===== src/rtl/miriscv_lsu_if.sv =====
// Memory-side bus of the miriscv load/store unit: request channel plus ack/read-data return.
// The LSU connects through the master modport; a memory or bus bridge connects through slave.
interface miriscv_lsu_if;
    logic        data_req_o;
    logic        data_we_o;
    logic [3:0]  data_be_o;
    logic [31:0] data_addr_o;
    logic [31:0] data_wdata_o;
    logic        data_ack_i;
    logic [31:0] data_rdata_i;

    modport master (
        output data_req_o, data_we_o, data_be_o, data_addr_o, data_wdata_o,
        input  data_ack_i, data_rdata_i
    );

    modport slave (
        input  data_req_o, data_we_o, data_be_o, data_addr_o, data_wdata_o,
        output data_ack_i, data_rdata_i
    );
endinterface


===== src/rtl/miriscv_lsu.sv =====
// miriscv load/store unit: IDLE/BUSY/DONE request FSM with byte-lane steering, load extension and ack timeout.
// Optional MIRISCV_LSU_MISALIGN_EXC_EN rejects misaligned half/word accesses with an error pulse.
module miriscv_lsu #(
    parameter int unsigned ACK_TIMEOUT = 255
) (
    input  logic               clk_i,
    input  logic               arstn_i,
    input  logic               lsu_req_i,
    input  logic               lsu_we_i,
    input  logic [2:0]         lsu_size_i,
    input  logic [31:0]        lsu_addr_i,
    input  logic [31:0]        lsu_data_i,
    output logic [31:0]        lsu_data_o,
    output logic               lsu_stall_req_o,
    output logic               lsu_err_o,
    miriscv_lsu_if.master      mem
);

    typedef enum logic [1:0] {IDLE, BUSY, DONE} state_t;

    // Last counter value that still waits; with no ack in that cycle the access is aborted.
    localparam logic [7:0] CNT_LAST = 8'(ACK_TIMEOUT - 1);

    state_t      state_q, state_d;
    logic [31:0] addr_q;
    logic [31:0] wdata_q;
    logic [31:0] rdata_q;
    logic [3:0]  be_q;
    logic [2:0]  size_q;
    logic        we_q;
    logic [7:0]  cnt_q;
    logic        err_q;

    logic [3:0]  be_d;
    logic [31:0] wdata_d;
    logic        size_ok;
    logic        misalign;
    logic        req_fault;
    logic [7:0]  byte_lane;
    logic [15:0] half_lane;
    logic [31:0] load_data;

    // Request decode: lane steering for stores, legality checks for all accesses.
    // NOTE: every always_comb output gets a default first so no path can infer a latch.
    always_comb begin
        be_d    = 4'b1111;
        wdata_d = lsu_data_i;
        if (lsu_we_i) begin
            case (lsu_size_i[1:0])
                2'b00: begin
                    be_d    = 4'b0001 << lsu_addr_i[1:0];
                    wdata_d = {4{lsu_data_i[7:0]}};
                end
                2'b01: begin
                    be_d    = 4'b0011 << {lsu_addr_i[1], 1'b0};
                    wdata_d = {2{lsu_data_i[15:0]}};
                end
                default: begin
                    be_d    = 4'b1111;
                    wdata_d = lsu_data_i;
                end
            endcase
        end
    end

    assign size_ok = (lsu_size_i inside {3'b000, 3'b001, 3'b010, 3'b100, 3'b101});

`ifdef MIRISCV_LSU_MISALIGN_EXC_EN
    assign misalign = ((lsu_size_i[1:0] == 2'b01) && lsu_addr_i[0]) ||
                      ((lsu_size_i[1:0] == 2'b10) && (lsu_addr_i[1:0] != 2'b00));
`else
    assign misalign = 1'b0;
`endif

    assign req_fault = !size_ok || misalign;

    // Lane extraction uses the address/size captured at request time, not the live core inputs.
    assign byte_lane = mem.data_rdata_i[{addr_q[1:0], 3'b000} +: 8];
    assign half_lane = mem.data_rdata_i[{addr_q[1], 4'b0000} +: 16];

    always_comb begin
        case (size_q[1:0])
            2'b00:   load_data = {{24{byte_lane[7] & ~size_q[2]}}, byte_lane};
            2'b01:   load_data = {{16{half_lane[15] & ~size_q[2]}}, half_lane};
            default: load_data = mem.data_rdata_i;
        endcase
    end

    always_comb begin
        state_d = state_q;
        case (state_q)
            IDLE:    if (lsu_req_i) state_d = req_fault ? DONE : BUSY;
            BUSY:    if (mem.data_ack_i || (cnt_q == CNT_LAST)) state_d = DONE;
            DONE:    state_d = IDLE;
            default: state_d = IDLE;
        endcase
    end

    // NOTE: sequential state uses non-blocking assignments so every register samples pre-edge values.
    always_ff @(posedge clk_i or negedge arstn_i) begin
        if (!arstn_i) begin
            state_q <= IDLE;
            addr_q  <= '0;
            wdata_q <= '0;
            rdata_q <= '0;
            be_q    <= '0;
            size_q  <= '0;
            we_q    <= 1'b0;
            cnt_q   <= '0;
            err_q   <= 1'b0;
        end else begin
            state_q <= state_d;
            err_q   <= 1'b0;
            case (state_q)
                IDLE: begin
                    if (lsu_req_i) begin
                        if (req_fault) begin
                            err_q <= 1'b1;
                        end else begin
                            addr_q  <= lsu_addr_i;
                            we_q    <= lsu_we_i;
                            size_q  <= lsu_size_i;
                            be_q    <= be_d;
                            wdata_q <= wdata_d;
                            cnt_q   <= '0;
                        end
                    end
                end
                BUSY: begin
                    // An ack in the timeout cycle still completes the access normally.
                    if (mem.data_ack_i) begin
                        if (!we_q) rdata_q <= load_data;
                    end else if (cnt_q == CNT_LAST) begin
                        err_q <= 1'b1;
                    end else begin
                        cnt_q <= cnt_q + 8'd1;
                    end
                end
                default: ;
            endcase
        end
    end

    assign mem.data_req_o   = (state_q == BUSY);
    assign mem.data_we_o    = we_q;
    assign mem.data_be_o    = be_q;
    assign mem.data_addr_o  = {addr_q[31:2], 2'b00};
    assign mem.data_wdata_o = wdata_q;

    assign lsu_data_o      = rdata_q;
    assign lsu_err_o       = err_q;
    assign lsu_stall_req_o = lsu_req_i && (state_q != DONE);

endmodule


===== src/flat_wrapper.sv =====
// flat-port wrapper written by rule: the top's interface ports become plain ports
module miriscv_lsu_flat 
#(
    parameter int unsigned ACK_TIMEOUT = 255
)
  (clk_i, arstn_i, lsu_req_i, lsu_we_i, lsu_size_i, lsu_addr_i, lsu_data_i, lsu_data_o, lsu_stall_req_o, lsu_err_o, mem_data_req_o, mem_data_we_o, mem_data_be_o, mem_data_addr_o, mem_data_wdata_o, mem_data_ack_i, mem_data_rdata_i);
  miriscv_lsu_if mem_i ();
  input  logic clk_i;
  input  logic arstn_i;
  input  logic lsu_req_i;
  input  logic lsu_we_i;
  input  logic [2:0] lsu_size_i;
  input  logic [31:0] lsu_addr_i;
  input  logic [31:0] lsu_data_i;
  output logic [31:0] lsu_data_o;
  output logic lsu_stall_req_o;
  output logic lsu_err_o;
  output wire logic [$bits(mem_i.data_req_o)-1:0] mem_data_req_o;
  output wire logic [$bits(mem_i.data_we_o)-1:0] mem_data_we_o;
  output wire logic [$bits(mem_i.data_be_o)-1:0] mem_data_be_o;
  output wire logic [$bits(mem_i.data_addr_o)-1:0] mem_data_addr_o;
  output wire logic [$bits(mem_i.data_wdata_o)-1:0] mem_data_wdata_o;
  input wire logic [$bits(mem_i.data_ack_i)-1:0] mem_data_ack_i;
  input wire logic [$bits(mem_i.data_rdata_i)-1:0] mem_data_rdata_i;
  assign mem_data_req_o = mem_i.data_req_o;
  assign mem_data_we_o = mem_i.data_we_o;
  assign mem_data_be_o = mem_i.data_be_o;
  assign mem_data_addr_o = mem_i.data_addr_o;
  assign mem_data_wdata_o = mem_i.data_wdata_o;
  assign mem_i.data_ack_i = mem_data_ack_i;
  assign mem_i.data_rdata_i = mem_data_rdata_i;
  miriscv_lsu #(.ACK_TIMEOUT(ACK_TIMEOUT)) u_core (.clk_i(clk_i), .arstn_i(arstn_i), .lsu_req_i(lsu_req_i), .lsu_we_i(lsu_we_i), .lsu_size_i(lsu_size_i), .lsu_addr_i(lsu_addr_i), .lsu_data_i(lsu_data_i), .lsu_data_o(lsu_data_o), .lsu_stall_req_o(lsu_stall_req_o), .lsu_err_o(lsu_err_o), .mem(mem_i));
endmodule

===== config.mk =====
export PLATFORM = sky130hd
export DESIGN_NAME = miriscv_lsu_flat
export DESIGN_NICKNAME = d
export VERILOG_FILES = /design/src/rtl/miriscv_lsu_if.sv /design/src/rtl/miriscv_lsu.sv /design/src/flat_wrapper.sv
export SDC_FILE = /design/constraint.sdc
export NUM_CORES = 1
export LEC_CHECK = 0
export BUFFER_PORTS_ARGS = -buffer_cell sky130_fd_sc_hd__buf_2
export CORE_MARGIN = 2
export CORE_UTILIZATION = 50
export DETAILED_ROUTE_END_ITERATION = 8
export GPL_ROUTABILITY_DRIVEN = 0
export PLACE_DENSITY = 0.79
export SETUP_SLACK_MARGIN = 0.4
export SLEW_MARGIN = 20
export SYNTH_ARGS = -nofsm -noshare
export SYNTH_HDL_FRONTEND = slang
export SYNTH_SLANG_ARGS = --single-unit

===== constraint.sdc =====
create_clock -name clk_i -period 1.9 [get_ports clk_i]
set_input_delay 0.285 -clock clk_i [delete_from_list [all_inputs] [get_ports clk_i]]
set_output_delay 0.285 -clock clk_i [all_outputs]
set_load 0.005 [all_outputs]

==> results.tsv, run 1 <==
metric	value	unit
grtUsageMet2	44.3	%
grt_pass1_vias	5127	
synth_edf_count	0	
synth_flop_cell	dfrtp_1	
leakage	3.84	nW
wirelength	16400	um
synth_cell_type_count	45	
synth-adder-area-share	0.444	%
netlist_instances	634	
worstHoldPathType	in -> reg	
dieArea	0.0121	mm2
synth_xor_area_share	0	%
grt_max_degree	55	
grt_usage	26.7	%
top_usage_layer	met2	
crit_arrival	1.34	ns
fin_crit	1.63	ns
slowest_stage	dfrtp_2	
cts_max_level	4	
regArea	0.00288	mm2
yosysMostFrequentCell	nand2_1	
worst_pin_slew	0.631	ns
cts-root-buf	clkbuf_16	
drcViolationCount	0	
start_util	51.5	%
grt-ovfl-total	0	
synth_top_area_share	51.1	%
clockBufferDepth	2	
die_w	110	um
synth_top_family_by_area	simple AND/OR/NAND/NOR gates	
start_kind	register	
reg2reg_from	u_core.state_q[1]	
seq_area_frac_synth	51.1	%
cts_buffers	17	
cp_data_required_time	1.62	ns
fin_cells	974	
path_common_cell	buf_6	
ant_nets	0	
crit_chain	and2b_4, buf_6, buf_6	
rows	38	
final_nets	929	
synth-compound-area-share	11.5	%
hold_viol	0	
rrSetupSlack	0.29	ns
clkSinkCount	115	
p_total	11.5	mW
fillCellCount	830	
clock_skew	0.00979	ns
endpoint	mem_data_req_o	
drive_gt1_share	36.2	%
core_area	0.0109	mm2
yosys_warnings	0	
pin_count	208	
numPortBuffers	205	
setup_tns	0	ns
wl_per_cell	16.9	um
crit_fanout	6	
synth-seq-cells	115	
syn_avg_cell_area	8.89	um2
clk_pin_slew	0.05	ns
ir_drop	0.000777	V
grt_pass1_wl	24800	um
rsz0062_at_grt	yes	
syn2layout_area_growth	33.0	%
power_density	1530	mW/mm2
clock_latency	0.41	ns
routed_via_density	5.55	
die_y	110	um
syn_area	0.00564	mm2
rr_worst_depth	5	
rr_endpoint	u_core.lsu_data_o[8]	
dp_cells	925	
hpwl	10800	um
diodes	0	
synthTopCellsByCount	nand2_1 (189), dfrtp_1 (115), nor2_1 (43)	
cts_tree	built	
met3_usage	7.76	%
cp_slowest_stage_delay	0.45	ns
slew_viol_final	0	
vias	5408	
synthArstFlopShare	100	%
yosysTopAreaCell	dfrtp_1	
synthTopCellsByArea	dfrtp_1 (51%), nand2_1 (13%), buf_4 (4.5%)	
use_met1	31.9	%
synthMuxAreaShare	3.86	%
yosys.area_share.simple	25.0	%
multiInputGateArea	0.00245	mm2
relSlewSlack	57.8	%
drtPass1Iterations	7	
cap_violations	0	
fin_crit_sh	85.6	%
critical_path_class	reg -> out	
status	complete, no violations	
dr.first_iter.drc_count	428	
antenna_found_initial	0	
clock.fmax	615	MHz
end_kind	output pin	
setup_violations	0	
startpoint	u_core.state_q[1]	
[layout make-up]
class / count / area share [%]
timing repair buffer: 239 / 18.5
clock buffer: 26 / 7.06
inverter: 9 / 0.451
sequential: 115 / 38.4
clock inverter: 4 / 0.601
multi-input combinational: 441 / 32.6
tap: 140 / 2.34
[how the worst min path moves through the flow]
stage	startpoint	to	slack, ns	cells past startpoint
after floorplan	arstn_i	u_core.addr_q[0]	-0.01	0
after global placement	arstn_i	u_core.lsu_data_o[1]	0.27	1
after detailed placement	arstn_i	u_core.lsu_data_o[1]	0.28	1
after CTS	lsu_addr_i[22]	u_core.addr_q[22]	0.06	3
after global routing	lsu_addr_i[9]	u_core.addr_q[9]	0.06	3
final	lsu_addr_i[23]	u_core.addr_q[23]	0.07	3
[repair_timing]
item                                    in CTS  in global routing
gates cloned                                 2                  1
pin swaps                                    5                  4
buffers inserted                             9                  6
endpoints found under the setup margin     105                 82
resized for setup                           11                 18
hold buffers                                 1                  0
hold endpoints to repair                    32                  0
[cell usage in the layout (no fill, tap or decap), types with 4 or more instances in the layout]
master / count
a211oi_1: 8
a21oi_1: 12
a2bb2oi_1: 7
a31oi_1: 18
and2_1: 6
buf_12: 5
buf_2: 203
buf_4: 25
buf_6: 4
clkbuf_16: 17
clkbuf_8: 7
dfrtp_1: 114
inv_1: 9
mux2_2: 7
mux2i_1: 9
nand2_1: 188
nand2b_1: 4
nand3_1: 33
nand3b_1: 7
nor2_1: 43
nor2b_1: 8
nor3b_1: 7
o21ai_0: 24
o31ai_1: 18
[layer usage]
layer	part of all wire (%)	vias to the layer above
met4	3.5	0
met3	8.8	54
met5	0	-
met1	39	2576
met2	49	294
li1	-	2484
[state kept, by name, indices dropped and copies added, names as in the netlist, 2 cells and up]
name and count:
u_core.addr_q 32, u_core.lsu_data_o 32, u_core.mem.data_wdata_o 32, u_core.cnt_q 8, u_core.mem.data_be_o 4, u_core.size_q 3
u_core.state_q 2
[worst max-delay path: cells and delay by family, from the launching register on]
family                 cells  cell delay (ns)
buffers and inverters      2             0.18
DFF                        1             0.45
and+or+nand+nor            1             0.31
[per-stage QoR]
step | util (%) | instance area, um2 | hold slack [ns] | setup slack [ns]
2_1_floorplan | - | 5650 | -0.0106 | 0.387
3_3_place_gp | 60.5 | 6610 | 0.270 | 0.236
3_5_place_dp | 60.5 | 6610 | 0.278 | 0.175
4_1_cts | 67.3 | 7360 | 0.0606 | 0.324
5_1_grt | 68.5 | 7490 | 0.0615 | 0.235
6_report | 68.5 | 7490 | 0.0719 | 0.274
[power by group]
group          leakage (nW)  switching, mW  internal (mW)
registers              1.40          0.642           3.54
clock network         0.288           1.04           2.02
logic                  2.15           2.28           1.97
total                  3.84           3.97           7.53
[cell families after synthesis]
| group | count (synthesis) |
|---|---|
| simple gates | 318 |
| other cells | 1 |
| flops | 115 |
| compound gates | 99 |
| mux | 18 |
| buf+inv | 81 |
| fa+ha+maj | 2 |
Power figures use the tool's default switching activity.
==> run 2, diff against run 1 <==
--- a/config.mk
+++ b/config.mk
@@ -11,6 +11,7 @@
 export DETAILED_ROUTE_END_ITERATION = 8
 export GPL_ROUTABILITY_DRIVEN = 0
 export PLACE_DENSITY = 0.79
+export RECOVER_POWER = 50
 export SETUP_SLACK_MARGIN = 0.4
 export SLEW_MARGIN = 20
 export SYNTH_ARGS = -nofsm -noshare
==> results.tsv, run 2 (synthesis results as in run 1) <==
metric	value	unit
setup_violations	0	
pin_count	208	
cts_tree	built	
wirelength	16500	um
fin_crit_sh	85.5	%
syn2layout_area_growth	32.3	%
critical_path_class	reg -> out	
slew_viol_final	0	
slowest_stage	dfrtp_2	
cap_violations	0	
grt_pass1_wl	24800	um
holdWs	0.0724	ns
start_kind	register	
worst_pin_slew	0.944	ns
drtPass1Iterations	7	
dp_cells	925	
grt_pass1_vias	5127	
die_y	110	um
cts_max_level	4	
dieArea	0.0121	mm2
vias	5418	
mostFrequentLayoutCell	nand2_1	
cts-root-buf	clkbuf_16	
diodes	0	
fin_cells	974	
wl_per_cell	16.9	um
fillCellCount	848	
antenna_found_initial	0	
setup_tns	0	ns
final_cell_mix	nand2_1 (188), buf_2 (173), dfrtp_1 (114), nor2_1 (43), nand3_1 (33)	
fin_crit	1.62	ns
ant_nets	0	
die_w	110	um
cp_slowest_stage_delay	0.45	ns
drcViolationCount	0	
worstHoldPathType	in -> reg	
clock.fmax	616	MHz
crit_arrival	1.34	ns
final_nets	929	
crit_chain	and2b_4, buf_6, buf_6	
hold_viol	0	
clk_pin_slew	0.05	ns
routed_via_density	5.56	
crit_fanout	6	
drive_gt1_share	32.6	%
path_common_cell	buf_6	
cp_data_required_time	1.62	ns
cts_buffers	17	
ir_drop	0.000777	V
crit_buf_inv	2	
core_area	0.0109	mm2
end_kind	output pin	
status	complete, no violations	
start_util	51.5	%
dr.first_iter.drc_count	434	
grt_max_degree	55	
clockBufferDepth	2	
rows	38	
clock_latency	0.41	ns
numPortBuffers	205	
crit_family	flip-flops	
clock_skew	0.00963	ns
clkSinkCount	115	
grt-ovfl-total	0	
rsz0062_at_grt	yes	
power_density	1530	mW/mm2
grt_usage	26.7	%
leakage	3.74	nW
hpwl	10800	um
relSlewSlack	37.1	%
==> run 2: changes by cell type in the layout (fill, tap and decap cells not counted) <==
cell      change
clkbuf_1     +29
buf_2        -30
clkbuf_2      +1
buf_1         +1
buf_4         -1
==> run 2: cell type report <==
| class | instances | area, um2 | area share [%] |
|---|---|---|---|
| clock buffers | 26 | 529 | 7.10 |
| clock inverters | 4 | 45.0 | 0.604 |
| inverters | 9 | 33.8 | 0.453 |
| multi-input cells | 441 | 2450 | 32.8 |
| flip-flops and latches | 115 | 2880 | 38.6 |
| well taps | 140 | 175 | 2.35 |
| repair buffers | 239 | 1350 | 18.1 |
==> run 2: repair_timing <==
item	CTS	global route
pin swaps	5	4
setup endpoints to repair	105	82
hold buffers	1	0
hold endpoints to repair	32	0
gates cloned	2	1
buffers inserted	9	6
resized for setup	11	18
==> run 2: worst paths after layout <==
kind | start | depth (start not counted) | end | slack [ns]
min in group asynchronous | arstn_i | 2 | u_core.lsu_data_o[20] | 0.56
setup / recovery | u_core.state_q[1] | 3 | mem_data_req_o | 0.28
hold reg to reg | u_core.mem.data_wdata_o[15] | 2 | u_core.mem.data_wdata_o[15] | 0.47
setup reg to reg | u_core.state_q[1] | 5 | u_core.lsu_data_o[8] | 0.29
hold / removal | lsu_addr_i[23] | 3 | u_core.addr_q[23] | 0.07
max in group asynchronous | arstn_i | 3 | u_core.mem.data_wdata_o[0] | 0.58
==> run 2: worst register-to-register path, cell delays in order, from the launching register on <==
cell      delay [ns]
dfrtp_2         0.45
and2b_4         0.31
nand3b_2        0.24
a211oi_4        0.26
buf_6           0.16
a21oi_1         0.07
==> run 2: per-stage QoR <==
step                power (mW)  utilization (%)  setup slack (ns)  instance area, um2
floorplan                 6.66                -             0.387                5650
global placement          7.88             60.5             0.236                6610
detailed placement        8.05             60.5             0.175                6610
CTS                       11.4             67.3             0.324                7360
global route              12.2             68.2             0.235                7450
finish                    11.4             68.2             0.276                7450
==> run 2: metal layers <==
| layer | part of all wire (%) | global-route usage, % |
|---|---|---|
| met1 | 39 | 31.9 |
| met2 | 49 | 44.3 |
| met3 | 9.1 | 7.76 |
| met4 | 3.1 | 13.0 |
| met5 | 0 | 0 |
==> run 2: power by group <==
part	switching, mW	internal (mW)	leakage [nW]	total, mW
logic	2.28	1.90	2.05	4.18
registers	0.651	3.54	1.40	4.19
clock network	1.05	2.02	0.288	3.07
==> run 3, diff against run 2 <==
--- a/config.mk
+++ b/config.mk
@@ -7,10 +7,10 @@
 export LEC_CHECK = 0
 export BUFFER_PORTS_ARGS = -buffer_cell sky130_fd_sc_hd__buf_2
 export CORE_MARGIN = 2
-export CORE_UTILIZATION = 50
+export CORE_UTILIZATION = 48
 export DETAILED_ROUTE_END_ITERATION = 8
 export GPL_ROUTABILITY_DRIVEN = 0
-export PLACE_DENSITY = 0.79
+export PLACE_DENSITY = 0.76
 export RECOVER_POWER = 50
 export SETUP_SLACK_MARGIN = 0.4
 export SLEW_MARGIN = 20
==> results.tsv, run 3 (synthesis results as in run 1) <==
metric	value	unit
status	complete, no violations	
regArea	0.00288	mm2
clockBufferDepth	2	
fin_crit	1.59	ns
clk_pin_slew	0.06	ns
routed_via_density	5.58	
rrSetupSlack	0.31	ns
grt_pass1_wl	25300	um
cp_slowest_stage_delay	0.50	ns
crit_chain	ha_2, nand3_4, o211ai_4, or4_1, a21oi_1	
vias	5532	
setup_tns	0	ns
wl_per_cell	18.3	um
post-route-cell-area	0.00800	mm2
reg2reg_from	u_core.cnt_q[1]	
mostFrequentLayoutCell	buf_2	
dpl_cell_area	0.00662	mm2
cts_buffers	17	
drive_gt1_share	39.2	%
clock_skew	0.00752	ns
final_cell_mix	buf_2 (181), nand2_1 (179), dfrtp_1 (111), nor2_1 (42), clkbuf_1 (27)	
startpoint	u_core.cnt_q[1]	
hold_start	lsu_addr_i[26]	
numPortBuffers	205	
worst_pin_slew	0.803	ns
start_util	49.4	%
setup_violations	0	
multiInputGateArea	0.00278	mm2
rr_worst_depth	5	
hold_depth	3	
fin_ws	0.309	ns
dr.first_iter.drc_count	496	
slew_viol_final	0	
end_kind	register	
cts_tree	built	
holdWs	0.0635	ns
rr_endpoint	u_core.cnt_q[7]	
antenna_found_initial	0	
cp_data_required_time	2.24	ns
pin_count	208	
worstHoldPathType	in -> reg	
diodes	0	
drtPass1Iterations	5	
syn2layout_area_growth	42.0	%
clock.fmax	628	MHz
leakage	3.99	nW
grt_usage	25.1	%
final_nets	942	
slowest_stage	or4_1	
crit_arrival	1.93	ns
drcViolationCount	0	
cap_violations	0	
fillCellCount	871	
crit_fanout	6	
grt_max_degree	82	
power_density	1530	mW/mm2
ant_nets	0	
critical_path_class	reg -> reg	
dieArea	0.0126	mm2
grt-ovfl-total	0	
dpl_worst_slack	0.154	ns
clkSinkCount	115	
die_y	112	um
core_area	0.0114	mm2
cts-root-buf	clkbuf_16	
die_w	112	um
cts_max_level	4	
fin_crit_sh	83.8	%
rsz0062_at_grt	yes	
relSlewSlack	46.1	%
hold_end	u_core.addr_q[26]	
start_kind	register	
wirelength	18100	um
hold_viol	0	
grt_pass1_vias	5197	
clock_latency	0.41	ns
ir_drop	0.000967	V
rows	39	
hpwl	11100	um
## run 3: changes by cell type in the layout (fill, tap and decap cells not counted), moves of 5 or more
cell,change
a21oi_2,+5
o31ai_4,+11
nand3_1,-13
nand2_4,+7
nand3_2,+13
clkbuf_8,-6
a21oi_1,-5
o31ai_1,-14
nand2_1,-9
clkbuf_16,+5
buf_2,+8
## run 3: worst max-delay path by stage
| stage | endpoint | slack, ns | depth (start not counted) |
|---|---|---|---|
| after global routing | u_core.cnt_q[7] | 0.26 | 5 |
| after CTS | u_core.lsu_data_o[11] | 0.26 | 4 |
| after global placement | u_core.cnt_q[7] | 0.24 | 6 |
| after floorplan | u_core.lsu_data_o[10] | 0.39 | 4 |
| final | u_core.cnt_q[7] | 0.31 | 5 |
| after detailed placement | u_core.cnt_q[6] | 0.15 | 6 |
## run 3: area by class of cell
type	count	area share (%)
Clock inverter	10	1.66
Clock buffer	22	5.67
Inverter	9	0.422
Multi-Input combinational cell	443	34.7
Timing Repair Buffer	250	19.3
Sequential cell	115	36.0
Tap cell	143	2.24
## run 3: power breakdown
group	internal [mW]	total, mW	leakage, nW	switching (mW)
logic	2.27	4.83	2.32	2.56
registers	3.54	4.24	1.40	0.703
clock network	2.08	3.21	0.280	1.12
total	7.90	12.3	3.99	4.38
## run 3: through the flow
stage	utilization, %	cells	total power, mW
floorplan	-	635	6.66
global placement	58.0	927	7.88
detailed placement	58.0	927	8.08
CTS	64.1	968	11.4
global route	70.1	992	13.0
finish	70.1	992	12.3
## run 3: routing by layer
layer  vias up  part of all wire [%]  GRT usage [%]  wire, um
li1       2512                     -              -         -
met1      2693                    39           29.9      7020
met2       274                    51           42.4      9290
met3        53                   7.5           7.51      1360
met4         0                   2.6           11.0       470
met5         -                     0              0         0
## run 3: critical path: cells and delay by family (launching register included)
kind,cells,cell delay (ns)
and+or+nand+nor,2,0.62
DFF,1,0.41
AOI/OAI and AO/OA,2,0.26
adders and majority gates,1,0.22
## run 3: repair_timing
action	CTS	global route
cloned	1	13
hold buffers	1	0
endpoints found under the hold margin	15	0
endpoints found under the setup margin	111	72
resized for setup	8	87
setup buffers	7	11
pin swaps	5	26
